$ cat src/rtl/risc_core_mc.sv
`default_nettype none
// ============================================================================
// Module   : risc_core_mc
// Purpose  : Parametrised multi-cycle RISC core. Control FSM, 8-entry
//            register file, ALU, PC and IR in one block, sharing a single
//            handshaked memory port (mem_req/mem_ready) for instruction and
//            data accesses. Status byte = {err, halted, C, N, Z, state}.
// Options  : `define MEM_TIMEOUT_EN adds a mem_ready wait watchdog that halts
//            the core with err=1 after TIMEOUT stalled cycles.
// Revision : 1.0 - initial release
// ============================================================================
module risc_core_mc #(
  parameter int                DATA_W   = 16,
  parameter int                ADDR_W   = 16,
  parameter logic [ADDR_W-1:0] RESET_PC = '0,
  parameter int                TIMEOUT  = 255
) (
  input  logic              clk,
  input  logic              reset,
  input  logic [DATA_W-1:0] D_in,
  input  logic              mem_ready,
  output logic [DATA_W-1:0] D_out,
  output logic [ADDR_W-1:0] Address,
  output logic              mem_req,
  output logic              mw_en,
  output logic [7:0]        status,
  output logic              halted
);

  typedef enum logic [2:0] {
    S_FETCH  = 3'd0,
    S_DECODE = 3'd1,
    S_EXEC   = 3'd2,
    S_MEM    = 3'd3,
    S_HALT   = 3'd4
  } state_t;

  localparam logic [3:0] c_OP_ADD  = 4'h1;
  localparam logic [3:0] c_OP_SUB  = 4'h2;
  localparam logic [3:0] c_OP_AND  = 4'h3;
  localparam logic [3:0] c_OP_OR   = 4'h4;
  localparam logic [3:0] c_OP_XOR  = 4'h5;
  localparam logic [3:0] c_OP_NOT  = 4'h6;
  localparam logic [3:0] c_OP_SHL  = 4'h7;
  localparam logic [3:0] c_OP_SHR  = 4'h8;
  localparam logic [3:0] c_OP_LDI  = 4'h9;
  localparam logic [3:0] c_OP_LD   = 4'hA;
  localparam logic [3:0] c_OP_ST   = 4'hB;
  localparam logic [3:0] c_OP_JMP  = 4'hC;
  localparam logic [3:0] c_OP_JZ   = 4'hD;
  localparam logic [3:0] c_OP_JN   = 4'hE;
  localparam logic [3:0] c_OP_HALT = 4'hF;

  // Elaboration-time parameter sanity checks
  if (DATA_W < 16) begin : g_bad_data_w
    $error("risc_core_mc: DATA_W must be >= 16");
  end
  if (TIMEOUT < 1) begin : g_bad_timeout
    $error("risc_core_mc: TIMEOUT must be >= 1");
  end

  state_t            r_state;
  logic [ADDR_W-1:0] r_pc;
  logic [15:0]       r_ir;
  logic [DATA_W-1:0] r_regs [0:7];
  logic [DATA_W-1:0] r_a, r_b, r_dv;
  logic              r_z, r_n, r_c;
  logic              r_mem_req, r_mw_en, r_halted;
  logic [ADDR_W-1:0] r_addr;
  logic [DATA_W-1:0] r_dout;

  logic [3:0]        w_op;
  logic [2:0]        w_rd, w_rs, w_rt;
  logic [7:0]        w_imm8;
  logic [DATA_W-1:0] w_b_op;
  logic [DATA_W:0]   w_sum;
  logic [DATA_W-1:0] w_res;
  logic              w_cout;
  logic              w_alu_op, w_wr_rd;
  logic [ADDR_W-1:0] w_a_addr;
  logic [ADDR_W-1:0] w_pc_inc;
  logic              w_jump;
  logic [ADDR_W-1:0] w_exec_pc;
  logic              w_timeout;
  logic              w_err;

  assign w_op   = r_ir[15:12];
  assign w_rd   = r_ir[11:9];
  assign w_rs   = r_ir[8:6];
  assign w_rt   = r_ir[5:3];
  assign w_imm8 = r_ir[7:0];

  // SUB reuses the adder as A + ~B + 1 so carry-out means "no borrow"
  assign w_b_op = (w_op == c_OP_SUB) ? ~r_b : r_b;
  assign w_sum  = {1'b0, r_a} + {1'b0, w_b_op} + {{DATA_W{1'b0}}, (w_op == c_OP_SUB)};

  // Register values are truncated or zero-extended to the address width
  assign w_a_addr = ADDR_W'(r_a);
  assign w_pc_inc = r_pc + ADDR_W'(1);

  assign w_jump    = (w_op == c_OP_JMP) ||
                     ((w_op == c_OP_JZ) && r_z) ||
                     ((w_op == c_OP_JN) && r_n);
  assign w_exec_pc = w_jump ? w_a_addr : r_pc;

  assign w_alu_op = (w_op >= c_OP_ADD) && (w_op <= c_OP_SHR);
  assign w_wr_rd  = w_alu_op || (w_op == c_OP_LDI);

  // ALU result and carry for the current opcode (operands latched in DECODE)
  always_comb begin
    w_res  = '0;
    w_cout = 1'b0;
    case (w_op)
      c_OP_ADD, c_OP_SUB: begin
        w_res  = w_sum[DATA_W-1:0];
        w_cout = w_sum[DATA_W];
      end
      c_OP_AND: w_res = r_a & r_b;
      c_OP_OR:  w_res = r_a | r_b;
      c_OP_XOR: w_res = r_a ^ r_b;
      c_OP_NOT: w_res = ~r_a;
      c_OP_SHL: begin
        w_res  = {r_a[DATA_W-2:0], 1'b0};
        w_cout = r_a[DATA_W-1];
      end
      c_OP_SHR: begin
        w_res  = {1'b0, r_a[DATA_W-1:1]};
        w_cout = r_a[0];
      end
      c_OP_LDI: w_res = {{(DATA_W-8){w_imm8[7]}}, w_imm8};
      default:  w_res = '0;
    endcase
  end

`ifdef MEM_TIMEOUT_EN
  localparam int c_TCNT_W = (TIMEOUT < 2) ? 1 : $clog2(TIMEOUT + 1);

  logic [c_TCNT_W-1:0] r_tcnt;
  logic                r_err;

  assign w_timeout = r_mem_req && !mem_ready && (r_tcnt >= c_TCNT_W'(TIMEOUT - 1));
  assign w_err     = r_err;

  // Stall counter: runs while a request waits, restarts with every new access
  always_ff @(posedge clk) begin
    if (!reset) begin
      r_tcnt <= '0;
      r_err  <= 1'b0;
    end else begin
      if (r_mem_req && !mem_ready && !w_timeout)
        r_tcnt <= r_tcnt + c_TCNT_W'(1);
      else
        r_tcnt <= '0;
      if (w_timeout)
        r_err <= 1'b1;
    end
  end
`else
  assign w_timeout = 1'b0;
  assign w_err     = 1'b0;
`endif

  // Control FSM with registered bus outputs; all architectural state lives here
  always_ff @(posedge clk) begin
    if (!reset) begin
      r_state   <= S_FETCH;
      r_pc      <= RESET_PC;
      r_ir      <= '0;
      for (int i = 0; i < 8; i++) r_regs[i] <= '0;
      r_a       <= '0;
      r_b       <= '0;
      r_dv      <= '0;
      r_z       <= 1'b0;
      r_n       <= 1'b0;
      r_c       <= 1'b0;
      r_mem_req <= 1'b0;
      r_mw_en   <= 1'b0;
      r_halted  <= 1'b0;
      r_addr    <= '0;
      r_dout    <= '0;
    end else begin
      case (r_state)
        S_FETCH: begin
          if (r_mem_req && mem_ready) begin
            r_ir      <= D_in[15:0];
            r_pc      <= w_pc_inc;
            r_state   <= S_DECODE;
            r_mem_req <= 1'b0;
            r_addr    <= '0;
          end else if (w_timeout) begin
            r_state   <= S_HALT;
            r_halted  <= 1'b1;
            r_mem_req <= 1'b0;
            r_addr    <= '0;
          end else begin
            // First cycle out of reset the request is still low; raise it here
            r_mem_req <= 1'b1;
            r_addr    <= r_pc;
          end
        end

        S_DECODE: begin
          r_a     <= r_regs[w_rs];
          r_b     <= r_regs[w_rt];
          r_dv    <= r_regs[w_rd];
          r_state <= S_EXEC;
        end

        S_EXEC: begin
          if (w_wr_rd)
            r_regs[w_rd] <= w_res;
          if (w_alu_op) begin
            r_z <= (w_res == '0);
            r_n <= w_res[DATA_W-1];
            r_c <= w_cout;
          end
          if ((w_op == c_OP_LD) || (w_op == c_OP_ST)) begin
            r_state   <= S_MEM;
            r_mem_req <= 1'b1;
            r_addr    <= w_a_addr;
            r_mw_en   <= (w_op == c_OP_ST);
            r_dout    <= (w_op == c_OP_ST) ? r_dv : '0;
          end else if (w_op == c_OP_HALT) begin
            r_state  <= S_HALT;
            r_halted <= 1'b1;
          end else begin
            r_pc      <= w_exec_pc;
            r_state   <= S_FETCH;
            r_mem_req <= 1'b1;
            r_addr    <= w_exec_pc;
          end
        end

        S_MEM: begin
          if (mem_ready) begin
            if (!r_mw_en)
              r_regs[w_rd] <= D_in;
            r_state   <= S_FETCH;
            r_mem_req <= 1'b1;
            r_addr    <= r_pc;
            r_mw_en   <= 1'b0;
            r_dout    <= '0;
          end else if (w_timeout) begin
            r_state   <= S_HALT;
            r_halted  <= 1'b1;
            r_mem_req <= 1'b0;
            r_addr    <= '0;
            r_mw_en   <= 1'b0;
            r_dout    <= '0;
          end
        end

        S_HALT: begin
          r_state   <= S_HALT;
          r_halted  <= 1'b1;
          r_mem_req <= 1'b0;
          r_mw_en   <= 1'b0;
        end

        default: begin
          r_state   <= S_HALT;
          r_halted  <= 1'b1;
          r_mem_req <= 1'b0;
          r_mw_en   <= 1'b0;
        end
      endcase
    end
  end

  assign mem_req = r_mem_req;
  assign mw_en   = r_mw_en;
  assign Address = r_addr;
  assign D_out   = r_dout;
  assign halted  = r_halted;
  assign status  = {w_err, r_halted, r_c, r_n, r_z, 3'(r_state)};

endmodule
`default_nettype wire

$ cat config.mk
export PLATFORM = sky130hd
export DESIGN_NAME = risc_core_mc
export DESIGN_NICKNAME = d
export VERILOG_FILES = /design/src/rtl/risc_core_mc.sv
export SDC_FILE = /design/constraint.sdc
export NUM_CORES = 1
export LEC_CHECK = 0
export BUFFER_PORTS_ARGS = -buffer_cell sky130_fd_sc_hd__clkbuf_2
export CAP_MARGIN = 10
export CORE_UTILIZATION = 43
export CTS_BUF_LIST = sky130_fd_sc_hd__clkbuf_8
export DETAILED_ROUTE_END_ITERATION = 10
export HOLD_SLACK_MARGIN = 0.12
export MAX_ROUTING_LAYER = met4
export PLACE_DENSITY_LB_ADDON = 0.3
export SLEW_MARGIN = 30
export SYNTH_ARGS = -nofsm -noshare
export SYNTH_HDL_FRONTEND = slang
export SYNTH_SLANG_ARGS = --single-unit
export TNS_END_PERCENT = 20
$ cat constraint.sdc
create_clock -name clk -period 3.4 [get_ports clk]
set_input_delay 0.68 -clock clk [delete_from_list [all_inputs] [get_ports clk]]
set_output_delay 0.68 -clock clk [all_outputs]
set_load 0.005 [all_outputs]
==> results of run 1 <==
## state kept, by name, indices dropped and copies added (netlist names), 3 cells and up
| signal | count |
|---|---|
| r_regs | 128 |
| D_out | 16 |
| r_a | 16 |
| r_ir | 16 |
| r_state | 3 |
| Address | 16 |
| r_pc | 16 |
| r_b | 16 |
| r_dv | 16 |
## worst min-delay path, stage by stage
cell and delay (ps):
clkbuf_2 100, nand2_1 50, a21boi_0 70
## repair_timing
item                                   in CTS  in global routing
endpoints found under the hold margin       0                  0
cloned                                      0                  1
pin swaps                                   2                 25
setup endpoints to repair                  16                 94
setup buffers                               0                  6
resized for setup                           1                 39
## routing by layer
layer | up-vias | track usage [%]
met5 | - | -
met4 | 0 | 9.49
met1 | 6290 | 35.5
met2 | 607 | 43.8
li1 | 5756 | -
met3 | 104 | 3.64
## power breakdown
group,switching (mW),internal (mW),leakage [nW]
logic,0.633,0.473,4.30
clock network,1.33,1.70,0.535
registers,0.111,3.26,2.30
## layout make-up
type / instances / area share [%]
timing repair buffer: 180 / 7.11
clock buffer: 51 / 3.92
multi-input combinational: 1063 / 48.3
tap: 461 / 3.22
sequential: 249 / 35.0
clock inverter: 30 / 1.45
inverter: 49 / 1.03
## cell families after synthesis
| logic type | share of synthesized area [%] |
|---|---|
| simple gates | 14.4 |
| compound gates | 15.8 |
| flops | 40.5 |
| buf+inv | 4.74 |
| mux | 19.0 |
| fa+ha+maj | 4.26 |
| xor+xnor | 1.19 |
| other cells | 0.0243 |
## cell usage after synthesis (9+ instances only)
library cell	n	share of area, %
nor2_1	179	4.3
nand2_1	176	4.3
edfxtp_1	128	25
dfxtp_1	121	16
mux4_2	100	15
clkbuf_1	74	1.8
o211a_1	66	4.3
mux2i_1	64	4.1
a21oi_1	54	1.7
ha_1	51	4.1
inv_1	48	1.2
nand3_1	39	1.3
o21ai_0	39	1.3
buf_2	27	0.87
a21boi_0	23	1.1
a22oi_1	22	1.1
nor3_1	17	0.55
xnor2_1	17	0.96
o22ai_1	15	0.61
nor2b_1	13	0.53
buf_1	11	0.27
o21ai_1	10	0.32
a21boi_1	9	0.44
## worst min path at each step
stage / endpoint / slack (ps) / depth (start not counted)
final: r_ir[3]$_SDFFE_PN0P_ / 380 / 3
after global routing: r_ir[3]$_SDFFE_PN0P_ / 370 / 3
after CTS: r_ir[3]$_SDFFE_PN0P_ / 350 / 3
after detailed placement: D_out[10]$_SDFFE_PN0P_ / 450 / 2
after global placement: D_out[9]$_SDFFE_PN0P_ / 440 / 2
after floorplan: r_ir[2]$_SDFFE_PN0P_ / 440 / 2
==> reports/metrics.yaml, run 1 <==
die:
  die_area_um2: 36700
  die_y_um: 192
  core_area_um2: 35500
  initial_core_util_pct: 43.6
  die_x_um: 192
  row_count: 69
  ioPinCount: 62
power:
  leakagePower_nw: 7.14
  vdd_drop_max_mv: 0.285
  power.total_mw: 7.50
  power.density_nw_per_um2: 419
finish:
  final_cell_mix: "176 x nand2_1, 173 x nor2_1, 128 x edfxtp_1"
  drive_above_1_share_pct: 25.5
  antennaDiodeCount: 0
  finish.utilization_pct: 50.5
  final_nets: 1659
  stdcell_area_um2: 17900
  multi_input_area_um2: 8660
  layout_commonest_cell: "nand2_1"
  area_growth_pct: 16.0
  fillers: 3174
  area.sequential_um2: 6270
  fin_cells: 2083
yosys:
  synth_warnings: 0
  syn_area_um2: 15500
  synthesis.instances: 1484
  synth_ff_type: "edfxtp_1"
  ys_seq_area_share_pct: 40.5
  synthArstFlopShare_pct: 0
  syn_avg_cell_area_um2: 10.4
  syn_nets: 1555
  ys_types: 86
  ys_ff_latch: 249
  synth-edff-count: 128
timing:
  finalClockSkew_ps: 27.3
  drv_slew: 0
  min_period_over_period_pct: 99.2
  fmaxAchievable_mhz: 297
  fin_crit_ps: 3370
  finalHoldViolations: 0
  slew_headroom_pct: 38.5
  worst_pin_slew_ps: 922
  whs_ps: 378
  rsz0062_at_grt: "true"
  tns_ps: 0
  finalSetupViolCount: 0
  fin_ws_ps: 28.7
clock_tree:
  htree_levels: 2
  clock_path_buffers: 3
  insertion_delay_ps: 580
  clk_pin_slew_ps: 60
  cts_buffers: 45
  cts-root-buf: "clkbuf_8"
  hold_buffers: 0
  cts_sinks: 249
  cts_tree: "yes"
route:
  drt-total-wl_um: 48400
  vias_per_cell: 6.12
  drt.antenna.violating_nets: 0
  drt_pre_antenna_iters: 6
  wl_met1_um: 19700
  dr_wl_met3_um: 3750
  wl_per_cell_um: 23.2
  wl_met2_um: 23300
  drc: 0
  vias: 12757
  drt_iter0_markers: 1202
  top_layer: "met4"
placed_design:
  dp_hpwl_um: 33300
  gp_congestion: 0.978
  post_dp_cell_area_um2: 16700
  place_inst: 1996
  dpl_worst_slack_ps: -65.5
  place.port_buffers: 60
global_route:
  grt_pass1_wl_um: 73900
  gr-total-overflow: 0
  grt_pass1_vias: 12356
  grt_max_degree: 80
  antenna_found_initial: 0
  grtUsageTotal_pct: 27.3
worst_setup_path:
  path_delay_family: "simple AND/OR/NAND/NOR gates"
  cp.depth: 14
  endpoint: "r_z$_SDFFE_PN0P_"
  worstPathArrival_ps: 3880
  startpoint_type: "flip-flop"
  crit_start: "r_ir[15]$_SDFFE_PN0P_"
  critical-path-slowest-cell: "dfxtp_2"
  r2r-start: "r_ir[15]$_SDFFE_PN0P_"
  r2r_cells: 14
  worst_ep_required_time_ps: 3910
  worstPathCellList: "nor4b_4, buf_4, buf_12, xnor2_2, ha_1, a31o_2, or3b_4, o2111ai_4, buf_6, o211ai_1, nand4b_1, nand4b_1, nor4_2, a31o_1"
  r2r_slack_ps: 30
  slowest_delay_ps: 330
  cp-end-kind: "flip-flop"
  r2r-end: "r_z$_SDFFE_PN0P_"
  critPathMaxFanout: 6
  worstSetupPathType: "reg2reg"
  critPathMostFrequentCell: "nand4b_1"
  crit_buf_inv: 3
hold_path:
  hold_start: "D_in[3]"
  hp-class: "in2reg"
flow_run:
  max-cap-violations: 0
run_status:
  status: "finished clean"
Note: power is estimated with default switching activity, not from simulation.
==> run 2, diff against run 1 <==
CAP_MARGIN = 30   (was 10)
CORE_UTILIZATION = 55   (was 43)
==> reports/metrics.yaml, run 2 (synthesis gave the netlist of run 1 again) <==
run_status:
  status: "finished clean"
global_route:
  antenna_found_initial: 0  # unchanged
  grt_pass1_wl_um: 73300  # -0.81%
  gr-total-overflow: 0  # unchanged
  grt_max_degree: 97  # +21%
  grtUsageTotal_pct: 34.5  # +7.2 points
  grt_pass1_vias: 12702  # +2.8%
clock_tree:
  cts_sinks: 249  # unchanged
  cts_buffers: 43  # -4.4%
  cts-root-buf: "clkbuf_8"
  cts_tree: "yes"
  clk_pin_slew_ps: 70  # about the same
  htree_levels: 2  # unchanged
  insertion_delay_ps: 580  # about the same
  clock_path_buffers: 3  # unchanged
timing:
  finalHoldViolations: 0  # unchanged
  fmaxAchievable_mhz: 297  # +0.23%
  tns_ps: 0  # unchanged
  slew_headroom_pct: 43.3  # +4.8 points
  min_period_over_period_pct: 98.9  # -0.23 points
  rsz0062_at_grt: "true"
  fin_crit_ps: 3360  # -7.74 ps
  finalSetupViolCount: 0  # unchanged
  worst_pin_slew_ps: 849  # -73.0 ps
  drv_slew: 0  # unchanged
  finalClockSkew_ps: 40.7  # +13.5 ps
route:
  drt_pre_antenna_iters: 6  # unchanged
  drt.antenna.violating_nets: 0  # unchanged
  vias: 13152  # +3.1%
  vias_per_cell: 6.65  # +8.6%
  wl_per_cell_um: 24.1  # +3.6%
  drc: 0  # unchanged
  drt_iter0_markers: 1691  # +41%
  drt-total-wl_um: 47600  # -1.6%
placed_design:
  place.port_buffers: 60  # unchanged
  dp_hpwl_um: 32100  # -3.7%
  gp_congestion: 1.02  # +4.5%
die:
  die_area_um2: 28800  # -22%
  die_x_um: 170  # -11%
  die_y_um: 170  # -11%
  core_area_um2: 27300  # -23%
  initial_core_util_pct: 56.7  # +13 points
  row_count: 60  # -13%
  ioPinCount: 62  # unchanged
worst_setup_path:
  critPathMostFrequentCell: "xnor2_2"
  r2r_slack_ps: 40  # about the same
  critPathMaxFanout: 8  # +2
  cp-end-kind: "flip-flop"
  critical-path-slowest-cell: "or4_4"
  worstPathCellList: "nor4b_4, buf_4, buf_12, xnor2_2, ha_1, nor2b_4, o2111a_1, or4_4, a31oi_4, xnor2_2, a211oi_2, a21o_2, nor2_1"
  startpoint_type: "flip-flop"
  worstSetupPathType: "reg2reg"
  worst_ep_required_time_ps: 3700  # -210 ps
  crit_buf_inv: 2  # -1
  path_delay_family: "compound AO/OA/AOI/OAI gates"
  worstPathArrival_ps: 3660  # -220 ps
  slowest_delay_ps: 460  # +130 ps
power:
  power.total_mw: 7.06  # -5.9%
  vdd_drop_max_mv: 0.308  # +7.9%
  power.density_nw_per_um2: 402  # -3.8%
  leakagePower_nw: 7.00  # -1.9%
flow_run:
  max-cap-violations: 0  # unchanged
hold_path:
  hp-class: "in2reg"
finish:
  antennaDiodeCount: 0  # unchanged
  final_cell_mix: "176 x nand2_1, 175 x nor2_1, 128 x edfxtp_1"
  regMostFlops: "r_regs"
  layout_commonest_cell: "nand2_1"
  largest_register_ffs: 128  # unchanged
  final_nets: 1644  # -0.90%
  area_growth_pct: 13.5
  drive_above_1_share_pct: 24.1  # -1.4 points
  finish.utilization_pct: 64.4  # +14 points
  fillers: 2142  # -33%
## run 2: cell count changes in the layout (fill, tap and decap cells not counted), sizes merged
cell and change:
buf -13, inv +9, clkbuf -6, bufinv -3, clkinv -3, clkinvlp -1
## run 2: what timing repair did
| action | CTS | global route |
|---|---|---|
| setup endpoints to repair | 12 | 83 |
| hold endpoints to repair | 0 | 0 |
| resized for setup | 3 | 33 |
| setup buffers | 0 | 9 |
| hold buffers | 0 | 0 |
| cloned | 0 | 1 |
| pin swaps | 2 | 16 |
## run 2: final timing paths
kind / startpoint / to / cells past startpoint
min: D_in[3] / r_ir[3]$_SDFFE_PN0P_ / 3
max reg2reg: r_ir[15]$_SDFFE_PN0P_ / r_regs[6][10]$_SDFFCE_PN0P_ / 13
min reg2reg: D_out[7]$_SDFFE_PN0P_ / D_out[7]$_SDFFE_PN0P_ / 2
max: r_ir[15]$_SDFFE_PN0P_ / r_regs[6][10]$_SDFFCE_PN0P_ / 13
## run 2: per-layer routing
layer / up-vias / track usage [%] / wire [um]
li1: 5736 / - / -
met1: 6413 / 44.2 / 17900
met2: 838 / 54.6 / 22800
met3: 165 / 4.80 / 4680
met4: 0 / 15.8 / 2280
met5: - / - / 0
## run 2: area by class of cell
| cell class | instances | area, um2 | area share [%] |
|---|---|---|---|
| Clock buffer | 45 | 619 | 3.53 |
| Clock inverter | 32 | 181 | 1.03 |
| Inverter | 49 | 184 | 1.05 |
| Multi-Input combinational cell | 1063 | 8640 | 49.2 |
| Sequential cell | 249 | 6270 | 35.7 |
| Tap cell | 372 | 465 | 2.65 |
| Timing Repair Buffer | 167 | 1190 | 6.77 |
## run 2: stage by stage
step                instances  hold slack [ps]  cell area [um2]  worst slack, ps
finish                   1977              369            17500             36.4
global route             1977              377            17500            -42.5
CTS                      1967              350            17300             22.6
detailed placement       1890              450            16500            -50.2
global placement         1890              441            16500             79.0
floorplan                1484              443            15500             35.5
## run 2: power by group
part / switching [mW] / internal [mW]
sequential: 0.104 / 3.26
combinational: 0.630 / 0.462
clock: 1.28 / 1.32
total: 2.02 / 5.04
## run 2: worst reg2reg max path, stage by stage (launching register included)
cell and delay [ps]:
dfxtp_2 330, nor4b_4 250, buf_4 190, buf_12 140
xnor2_2 70, ha_1 320, nor2b_4 140, o2111a_1 270
or4_4 460, a31oi_4 180, xnor2_2 100, a211oi_2 310
a21o_2 280, nor2_1 60
==> run 3, diff against run 2 <==
CTS_BUF_LIST = sky130_fd_sc_hd__clkbuf_2 sky130_fd_sc_hd__clkbuf_4 sky130_fd_sc_hd__clkbuf_8   (was sky130_fd_sc_hd__clkbuf_8)
==> reports/metrics.yaml, run 3 (synthesis gave the netlist of run 1 again) <==
global_route:
  grt_max_degree: 97  # unchanged
  antenna_found_initial: 0  # unchanged
  grtUsageTotal_pct: 34.3  # -0.23 points
  grt_pass1_wl_um: 72900  # -0.55%
  gr-total-overflow: 0  # unchanged
  grt_pass1_vias: 12669  # -0.26%
worst_setup_path:
  path_delay_family: "simple AND/OR/NAND/NOR gates"
  worstPathArrival_ps: 3700  # +40 ps
  worstSetupPathType: "reg2reg"
  worstPathCellList: "nor4b_4, buf_4, buf_12, buf_8, xnor2_4, ha_2, or3_4, or4_4, a31oi_4, xnor2_2, a211oi_2, a21o_2, nor2_2"
  critical-path-slowest-cell: "or4_4"
  slowest_delay_ps: 520  # +60 ps
  startpoint_type: "flip-flop"
  worst_ep_required_time_ps: 3690  # about the same
  critPathMaxFanout: 8  # unchanged
  cp-end-kind: "flip-flop"
  crit_buf_inv: 3  # +1
placed_design:
  place.port_buffers: 60  # unchanged
  dp_hpwl_um: 32100  # unchanged
  gp_congestion: 1.02  # unchanged
  place_inst: 1890  # unchanged
hold_path:
  hp-class: "in2reg"
clock_tree:
  insertion_delay_ps: 590  # about the same
  cts-root-buf: "clkbuf_8"
  cts_sinks: 249  # unchanged
  clk_pin_slew_ps: 70  # about the same
  cts_buffers: 43  # unchanged
  clock_path_buffers: 3  # unchanged
  htree_levels: 2  # unchanged
  hold_buffers: 0  # unchanged
  cts_tree: "yes"
run_status:
  violations: "negative setup slack"
  status: "complete, but fails checks"
route:
  drt_iter0_markers: 1746  # +3.3%
  vias: 13047  # -0.80%
  drt.antenna.violating_nets: 0  # unchanged
  vias_per_cell: 6.59  # -0.95%
  drc: 0  # unchanged
  drt-total-wl_um: 47300  # -0.55%
  drt_pre_antenna_iters: 6  # unchanged
  wl_per_cell_um: 23.9  # -0.70%
finish:
  fillers: 2133  # -0.42%
  final_cell_mix: "176 x nand2_1, 174 x nor2_1, 128 x edfxtp_1"
  drive_above_1_share_pct: 25.4  # +1.3 points
  fin_cells: 1980  # +0.15%
  finish.utilization_pct: 64.8  # +0.45 points
  antennaDiodeCount: 0  # unchanged
  regMostFlops: "r_regs"
  final_nets: 1647  # +0.18%
  largest_register_ffs: 128  # unchanged
  area_growth_pct: 14.3
  layout_commonest_cell: "nand2_1"
timing:
  slew_headroom_pct: 46.5  # +3.3 points
  finalClockSkew_ps: 44.6  # +3.87 ps
  worst_pin_slew_ps: 800  # -48.7 ps
  drv_slew: 0  # unchanged
  finalHoldViolations: 0  # unchanged
  finalSetupViolCount: 3  # +3
  min_period_over_period_pct: 100  # +1.2 points
  tns_ps: -14.4  # -14.4 ps
  whs_ps: 368  # -1.15 ps
  rsz0062_at_grt: "true"
  fin_crit_ps: 3410  # +41.8 ps
  fmaxAchievable_mhz: 294  # -1.2%
  fin_ws_ps: -5.44  # -41.8 ps
die:
  row_count: 60  # unchanged
  core_area_um2: 27300  # unchanged
  die_area_um2: 28800  # unchanged
  initial_core_util_pct: 56.7  # unchanged
  ioPinCount: 62  # unchanged
  die_y_um: 170  # unchanged
  die_x_um: 170  # unchanged
power:
  leakagePower_nw: 7.03  # +0.32%
  power.density_nw_per_um2: 410  # +1.9%
  power.total_mw: 7.25  # +2.6%
  vdd_drop_max_mv: 0.308  # +0.30%
flow_run:
  max-cap-violations: 0  # unchanged
==> run 3: cell type report <==
class,count,area [um2],share of cell area (%)
Clock inverter,15,118,0.666
Tap cell,372,465,2.63
Multi-Input combinational cell,1063,8660,49.0
Clock buffer,62,747,4.23
Inverter,49,184,1.04
Sequential cell,249,6270,35.5
Timing Repair Buffer,170,1220,6.92
==> run 3: through the flow <==
step	cell area, um2	worst slack (ps)
floorplan	15500	35.5
global placement	16500	79.0
detailed placement	16500	-50.2
CTS	17400	13.6
global route	17700	-164
finish	17700	-5.44
==> run 3: worst paths after layout <==
kind / from / end / slack [ps] / cells after the start
min reg2reg: D_out[7]$_SDFFE_PN0P_ / D_out[7]$_SDFFE_PN0P_ / 460 / 2
max: r_ir[15]$_SDFFE_PN0P_ / r_regs[4][10]$_SDFFCE_PN0P_ / -5 / 13
min: D_in[3] / r_ir[3]$_SDFFE_PN0P_ / 370 / 3
max reg2reg: r_ir[15]$_SDFFE_PN0P_ / r_regs[4][10]$_SDFFCE_PN0P_ / -5 / 13
==> run 3: routing by layer <==
layer / part of all wire [%] / wire length (um) / vias up / global-route usage, %
met5: 0 / 0 / - / -
li1: - / - / 5733 / -
met3: 11 / 5030 / 137 / 4.78
met1: 37 / 17600 / 6325 / 43.6
met2: 48 / 22700 / 852 / 54.9
met4: 4.2 / 2000 / 0 / 14.8
==> run 3: worst reg2reg max path: cells and delay by family, from the launching register on <==
family / cells / cell delay [ps]
AO/OA/AOI/OAI: 3 / 790
XOR/XNOR: 2 / 170
adder cells (fa/ha/maj): 1 / 200
buffers and inverters: 3 / 400
flip-flops: 1 / 330
AND/OR/NAND/NOR: 4 / 1240
==> run 3: repair_timing <==
action | CTS | global route
cloned | 0 | 1
pin swaps | 2 | 17
setup endpoints to repair | 15 | 86
buffers inserted | 0 | 12
resized for setup | 3 | 40
==> run 3: where the power goes <==
group	internal [mW]	switching, mW
clock	1.51	1.28
combinational	0.467	0.631
sequential	3.26	0.103
